## src/rtl/encoder_sampler.sv

```systemverilog
`default_nettype none
// +--------------------------------------------------------------------------+
// | encoder_sampler: timed snapshot of quadrature counts -> saturated velocity |
// | Revision: 1.0                                                              |
// +--------------------------------------------------------------------------+
module encoder_sampler #(
  parameter int NCH     = 4,
  parameter int PERIOD  = 50000,
  parameter int SHIFT   = 7,
  parameter int VW      = 16,
  parameter int CLR_CYC = 2
) (
  input  logic                clk,
  input  logic                rst_n,
  input  logic                enable,
  input  logic                clr_req,
  input  logic [NCH*32-1:0]   cnt_in,
  output logic [NCH-1:0]      cnt_start,
  output logic [NCH-1:0]      cnt_clr_n,
  output logic [NCH*VW-1:0]   vel_out,
  output logic                vel_valid,
  input  logic                vel_ack,
  output logic                overrun,
  output logic                tick,
  output logic                busy
);

  localparam int TW = (PERIOD > 1) ? $clog2(PERIOD) : 1;
  localparam int IW = (NCH > 1) ? $clog2(NCH) : 1;
  localparam int CW = (CLR_CYC > 1) ? $clog2(CLR_CYC) : 1;
  localparam logic signed [31:0] VMAX = (32'sd1 <<< (VW - 1)) - 32'sd1;
  localparam logic signed [31:0] VMIN = -(32'sd1 <<< (VW - 1));

  typedef enum logic [2:0] {
    IDLE    = 3'd0,
    CLEAR   = 3'd1,
    RUN     = 3'd2,
    SAMPLE  = 3'd3,
    PUBLISH = 3'd4
  } state_t;

  state_t              state;
  state_t              state_nx;
  logic [TW-1:0]       timer;
  logic [IW-1:0]       idx;
  logic [CW-1:0]       clr_cnt;
  logic                pend_clr;
  logic [31:0]         prev   [NCH];
  logic [31:0]         snap   [NCH];
  logic [VW-1:0]       shadow [NCH];
  logic [NCH*VW-1:0]   shadow_flat;
  logic                running;
  logic                running_nx;
  logic                timer_wrap;
  logic signed [31:0]  diff_sh;
  logic [VW-1:0]       vel_sat;

  generate
    for (genvar g = 0; g < NCH; g++) begin : g_flat
      assign shadow_flat[VW*g +: VW] = shadow[g];
    end
  endgenerate

  assign running    = (state == RUN) || (state == SAMPLE) || (state == PUBLISH);
  assign running_nx = (state_nx == RUN) || (state_nx == SAMPLE) || (state_nx == PUBLISH);
  assign timer_wrap = (timer == TW'(PERIOD - 1));

  always_comb begin
    state_nx = state;
    case (state)
      IDLE:    if (enable) state_nx = CLEAR;
      CLEAR:   if (clr_cnt == CW'(CLR_CYC - 1)) state_nx = enable ? RUN : IDLE;
      RUN: begin
        if (!enable)                  state_nx = IDLE;
        else if (clr_req || pend_clr) state_nx = CLEAR;
        else if (tick)                state_nx = SAMPLE;
      end
      SAMPLE:  if (idx == IW'(NCH - 1)) state_nx = PUBLISH;
      PUBLISH: state_nx = enable ? RUN : IDLE;
      default: state_nx = IDLE;
    endcase
  end

  // Modulo-2^32 difference makes a counter wrap inside one period come out right.
  always_comb begin
    diff_sh = $signed(snap[idx] - prev[idx]) >>> SHIFT;
    if (diff_sh > VMAX)      vel_sat = VMAX[VW-1:0];
    else if (diff_sh < VMIN) vel_sat = VMIN[VW-1:0];
    else                     vel_sat = diff_sh[VW-1:0];
  end

  always_ff @(posedge clk) begin
    if (!rst_n) begin
      state     <= IDLE;
      timer     <= '0;
      idx       <= '0;
      clr_cnt   <= '0;
      pend_clr  <= 1'b0;
      tick      <= 1'b0;
      busy      <= 1'b0;
      cnt_start <= '0;
      cnt_clr_n <= '1;
      vel_out   <= '0;
      vel_valid <= 1'b0;
      overrun   <= 1'b0;
      for (int i = 0; i < NCH; i++) begin
        prev[i]   <= '0;
        snap[i]   <= '0;
        shadow[i] <= '0;
      end
    end else begin
      state     <= state_nx;
      busy      <= (state_nx != IDLE);
      cnt_start <= {NCH{running_nx}};
      cnt_clr_n <= {NCH{state_nx != CLEAR}};

      // Timer free-runs across SAMPLE/PUBLISH so ticks stay exactly PERIOD apart.
      if (running && running_nx) begin
        timer <= timer_wrap ? '0 : timer + 1'b1;
        tick  <= timer_wrap;
      end else begin
        timer <= '0;
        tick  <= 1'b0;
      end

      clr_cnt <= (state == CLEAR && state_nx == CLEAR) ? clr_cnt + 1'b1 : '0;

      if (state == CLEAR) begin
        pend_clr <= 1'b0;
        for (int i = 0; i < NCH; i++) prev[i] <= '0;
      end else if ((state == SAMPLE || state == PUBLISH) && clr_req) begin
        pend_clr <= 1'b1;
      end

      if (state == RUN && state_nx == SAMPLE) begin
        idx <= '0;
        for (int i = 0; i < NCH; i++) snap[i] <= cnt_in[32*i +: 32];
      end

      if (state == SAMPLE) begin
        shadow[idx] <= vel_sat;
        prev[idx]   <= snap[idx];
        idx         <= idx + 1'b1;
      end

      if (state == PUBLISH) begin
        vel_out   <= shadow_flat;
        vel_valid <= 1'b1;
        if (vel_valid) overrun <= !vel_ack;
      end else if (vel_valid && vel_ack) begin
        vel_valid <= 1'b0;
        overrun   <= 1'b0;
      end
    end
  end

endmodule
`default_nettype wire

```

## config.mk

```make
export PLATFORM = sky130hd
export DESIGN_NAME = encoder_sampler
export DESIGN_NICKNAME = d
export VERILOG_FILES = /design/src/rtl/encoder_sampler.sv
export SDC_FILE = /design/constraint.sdc
export NUM_CORES = 1
export LEC_CHECK = 0
export BUFFER_PORTS_ARGS = -buffer_cell sky130_fd_sc_hd__buf_2
export CAP_MARGIN = 40
export CELL_PAD_IN_SITES_DETAIL_PLACEMENT = 0
export CELL_PAD_IN_SITES_GLOBAL_PLACEMENT = 1
export CORE_MARGIN = 2
export CORE_UTILIZATION = 45
export DETAILED_ROUTE_END_ITERATION = 7
export PLACE_DENSITY = 0.77
export SETUP_SLACK_MARGIN = 0.02
export SYNTH_ARGS = -nofsm -noshare
export SYNTH_HDL_FRONTEND = slang
export SYNTH_SLANG_ARGS = --single-unit
```

## constraint.sdc

```tcl
create_clock -name clk -period 13.5 [get_ports clk]
set_input_delay 0 -clock clk [delete_from_list [all_inputs] [get_ports clk]]
set_output_delay 0 -clock clk [all_outputs]
set_load 0.02 [all_outputs]
```

# [After elaboration in Yosys (flattened, before gate mapping)]
# Memory sizes are Yosys's and may differ from the RTL's. A register that Yosys moved wholly into a read port is not among the register bits.
# Index checks and enable logic that the tools add are counted.
# Widths: inputs -> output; s select.
[totals] elab_cells=113 regBits=29 input_bits=133 output_inout_bits=76 ram_bits=320 memories=3
[mem_list] memory="prev" words=4 width=32 rd=1 rd_clocked_by_memory_dff=1 write_ports=4 line="48" source="logic [31:0] prev [NCH];"
[mem_list] memory="snap" words=4 width=32 rd=1 rd_clocked_by_memory_dff=1 write_ports=4 line="49" source="logic [31:0] snap [NCH];"
[mem_list] memory="shadow" words=4 width=16 rd=4 rd_clocked_by_memory_dff=4 write_ports=4 line="50" source="logic [VW-1:0] shadow [NCH];"
[op_classes] muxes=44 n_reduce_logical=27 order_cmp=2 add_sub_neg=4 bitwise=10 n_eq_ne=12
[ops] operator="$mux 32" count=9
[ops] operator="$mux 16" count=3
[ops] operator="$reduce_or 32->1" count=1
[ops] operator="$sub 32x32->32" count=1
[ops] operator="$gt 25x16->1 const B" count=1
[ops] operator="$lt 25x16->1 const B" count=1
[ops] operator="$mux 2" count=9
[ops] operator="$mux 3" count=6
[ops] operator="$add 16x1->16 const B" count=1
[ops] operator="$eq 16x16->1 const B" count=1
[ops] operator="$mux 1" count=16
[ops] operator="$reduce_or 16->1" count=1
[ops] operator="$pmux 3 s5" count=1
[ops] operator="$eq 3x2->1 const B" count=4
[ops] operator="$or 1x1->1" count=8
[ops] operator="$eq 3x1->1 const B" count=2
[ops] operator="$eq 3x3->1 const B" count=2
[ops] operator="$logic_or 1x1->1" count=6
[ops] operator="$reduce_and 2->1" count=3
[ops] operator="$logic_and 1x1->1" count=5
[ops] operator="$logic_not 1->1" count=5
[ops] operator="$reduce_bool 2->1" count=2
[ops] operator="$logic_not 3->1" count=1
[ops] operator="$ne 3x1->1 const B" count=1
[ops] operator="8 further kinds" count=9

# [Logic depth before layout (Yosys ltp)]
[depth] depth_word=10 mapped_depth=17 ltp_nobuf=12

# [Worst setup path before layout]
# Ideal clock, no wire load.
[synth_path] path_kind="reg-to-reg" start="register with a tool-made name" end="memory shadow[3][11], data pin" stages_incl_launch_ff=18 n_path_buf=5 arrival_ps=4608 slack_ps=8637 synth_period_minus_slack_ps=4863 t_required_ps=13246 cell_sequence="dfxtp_1 buf_6 buf_1 buf_1 mux4_2 inv_1 ha_1 clkbuf_2 nand4_1 nor2_1 or3b_1 a311oi_4 or2_1 a31oi_1 a2111oi_1 a21oi_1 buf_2 o21a_1"
[synth_rtl] element="end, declared" line="50"

==> flow_summary_export.csv <==
group,metric,value,unit
logic_synthesis,synth_top_area_frac,0.499,
logic_synthesis,synthFlopType,"edfxtp_1",
pwr,powerDensity,122,nW/um2
sta,fin_crit_sh,0.416,
min_path,min_path_type,"in -> reg",
layout,nets,2032,
pwr,finalPower,2.87,mW
floorplanning,core_area,42100,um2
run_status,status,"finished clean",
setup_path,cp-start-kind,"flop",
pwr,p_int,2.20,mW
pwr,pwr-share-clk,0.406,
cts,clk_pin_slew,0.06,ns
layout,drive_gt1_frac,0.210,
global_route,grtUsageTotal,0.208,
logic_synthesis,synth.largest_area_cell,"edfxtp_1",
setup_path,crit_top_cell,"buf_4",
layout,multiInputGateArea,7220,um2
setup_path,crit_buf_inv,2,
routing,ant_nets,0,
routing,drcViolationCount,0,
pwr,leakage,9.00,nW
global_route,grt.busiest_layer,"met2",
sta,tightest_slew,0.932,ns
logic_synthesis,syn_nets,1715,
floorplanning,io_pins,209,
floorplanning,die_w,211,um
sta,hold_viol,0,
sta,fin_worst_skew,0.0111,ns
routing,firstDrtPassIters,5,
layout,fill_cells,3440,
layout,fin_area,23600,um2
logic_synthesis,netlist_instances,1547,
global_route,gr-usage-met3,0.0324,
logic_synthesis,synthTopCellsByArea,"edfxtp_1 50%, dfxtp_1 9.9%, and2_1 8.2%",
global_route,antenna_found_initial,0,
global_route,use_met2,0.339,
logic_synthesis,syn-cell-area,19300,um2
sta,maxSlewViolCount,0,
floorplanning,rows,75,
sta,fin_setup_tns,0,ns
sta,fin_crit,5.62,ns
logic_synthesis,syn_avg_cell_area,12.5,um2
routing,drt_iter0_drc,1162,
floorplanning,start_util,0.457,
sta,setup_ws,7.88,ns
placement,dpl_cell_area,20800,um2
logic_synthesis,yosysSeqAreaShare,0.597,
placement,place_congestion,0.911,
setup_path,crit_family,"compound AO/OA/AOI/OAI gates",
cts,cts_tree,"done",
logic_synthesis,synth_most_common_cell,"edfxtp_1",
setup_path,path_class,"reg -> reg",
cts,cts_htree_levels,2,
job,drv_cap,0,
logic_synthesis,synth-edff-count,320,
sta,grt_setup_unrepaired,"no",
pwr,swShare,0.233,
global_route,grt_remaining_overflow,0,
cts,clockRootBuffer,"clkbuf_16",
logic_synthesis,ys_seq_elements,415,
logic_synthesis,ys_top_cells_by_count,"320 x edfxtp_1, 254 x and2_1, 168 x nand2_1, 102 x a21oi_1, 95 x dfxtp_1",
setup_path,path_max_fanout,60,
sta,max_freq,178,MHz
placement,portBuffers,208,
sta,slew_headroom,0.379,
pwr,net-switching-power,670,uW
routing,drt-total-wl,45.1,mm
global_route,grt_pass1_vias,12979,
setup_path,max_stage_delay,0.74,ns
layout,ff_latch_area,11500,um2
setup_path,crit_chain,"buf_4 > mux4_2 > ha_1 > nand4_1 > nor2_1 > or3b_1 > a311oi_4 > or2_1 > a31oi_1 > a2111oi_1 > a21oi_4 > buf_4 > o21a_1",
pwr,pwr-share-seq,0.498,
pwr,vdd_drop_max,0.0000832,V
setup_path,crit_arrival,5.94,ns
routing,avgRoutedWirePerCell,18.5,um
routing,via_count,12826,
sta,whs,0.165,ns
placement,dp_slack,7.80,ns
layout,antenna_cells,0,
cts,clk_latency,0.57,ns
floorplanning,die_h,211,um
setup_path,r2r_slack,7.88,ns
setup_path,cp.required,13.82,ns
setup_path,slowest_stage,"buf_4",
setup_path,endpoint_kind,"flop",
global_route,grt_pass1_wl,71.3,mm
global_route,grt_max_degree,129,
logic_synthesis,ys_warn_count,0,
placement,dp_hpwl,29.4,mm
floorplanning,dieArea,44500,um2
cts,cts.sinks,415,
global_route,grt_use_met1,0.288,
pwr,combPwrFrac,0.095,
cts,cts_buffers,44,
cts,clockBufferDepth,3,
logic_synthesis,async_flop_share,0,
routing,viasPerCell,5.26,
logic_synthesis,yosysUniqueCellTypes,77,
sta,setup_viol,0,
layout,syn2layout_area_growth,22.3,%
==> worst paths after layout <==
| kind | cells past startpoint | startpoint | end |
|---|---|---|---|
| worst max-delay path | 13 | flop | shadow[3][6]$_DFFE_PP_ |
| worst min-delay path | 3 | vel_ack | overrun$_SDFFE_PN0P_ |
| worst max register to register | 13 | flop | shadow[3][6]$_DFFE_PP_ |
| worst min register to register | 1 | clr_cnt$_SDFF_PN0_ | clr_cnt$_SDFF_PN0_ |
==> sequential cells by signal (all words and copies together) (netlist names), 2 cells and up, named ones only <==
| name | count |
|---|---|
| prev | 128 |
| state | 3 |
| timer | 16 |
| snap | 128 |
| idx | 2 |
| shadow | 64 |
| vel_out | 64 |
==> stage by stage <==
step | util | cells
after floorplan | - | 1547
after global placement | 0.493 | 2220
after detailed placement | 0.495 | 2225
after CTS | 0.559 | 2438
after global routing | 0.559 | 2438
final | 0.559 | 2438
==> cells in the final DEF, fill, tap and decap left out, types with 15 or more instances in the layout <==
| cell type | n |
|---|---|
| o21a_1 | 71 |
| ha_1 | 35 |
| buf_4 | 23 |
| dfxtp_1 | 93 |
| inv_1 | 47 |
| and2_1 | 254 |
| edfxtp_1 | 320 |
| mux4_2 | 63 |
| xnor2_1 | 19 |
| nor2_1 | 58 |
| dlygate4sd3_1 | 132 |
| clkbuf_1 | 15 |
| clkbuf_16 | 47 |
| buf_2 | 209 |
| o21ai_0 | 17 |
| nand3_1 | 28 |
| a21oi_1 | 101 |
| nand2_1 | 167 |
==> layout make-up <==
class | count | area share
sequential | 415 | 0.489
multi-input combinational | 990 | 0.307
timing repair buffer | 365 | 0.109
clock buffer | 65 | 0.0541
tap | 539 | 0.0286
inverter | 48 | 0.00765
clock inverter | 16 | 0.00531
==> power by group through the flow <==
| stage | logic (mW) | clock network [mW] | registers, mW |
|---|---|---|---|
| after CTS | 0.271 | 1.19 | 1.43 |
| after floorplan | 0.150 | 0 | 1.46 |
| after detailed placement | 0.241 | 0 | 1.46 |
| after global placement | 0.237 | 0 | 1.46 |
| after global routing | 0.295 | 1.24 | 1.43 |
| final | 0.273 | 1.17 | 1.43 |
==> cell families (layout without fill, tap and decap cells) <==
family          after synthesis  in the layout  share of synthesized area
simple gates                593            593                      0.165
buf+inv                     142            494                     0.0311
fa+ha+maj                    35             35                     0.0227
compound gates              263            263                     0.0936
mux                          66             66                     0.0753
flops                       415            415                      0.597
xor+xnor                     33             33                     0.0150
==> metal layers <==
| layer | part of all wire | wire [um] | vias to the layer above |
|---|---|---|---|
| met5 | 0 | 0 | - |
| met1 | 0.45 | 20200 | 6126 |
| li1 | - | - | 6203 |
| met2 | 0.47 | 21200 | 426 |
| met3 | 0.061 | 2740 | 71 |
| met4 | 0.022 | 985 | 0 |
==> timing repair <==
item | in CTS | in global routing
hold endpoints to repair | 137 | 0
setup buffers | 0 | 0
gates resized for setup | 0 | 0
hold buffers | 132 | 0
endpoints found under the setup margin | 0 | 0
==> worst min-delay path: cells and delay by family <==
family,cells,cell delay [ns]
compound gates,1,0.06
buf+inv,2,0.61
(Power assumes the default switching activity.)
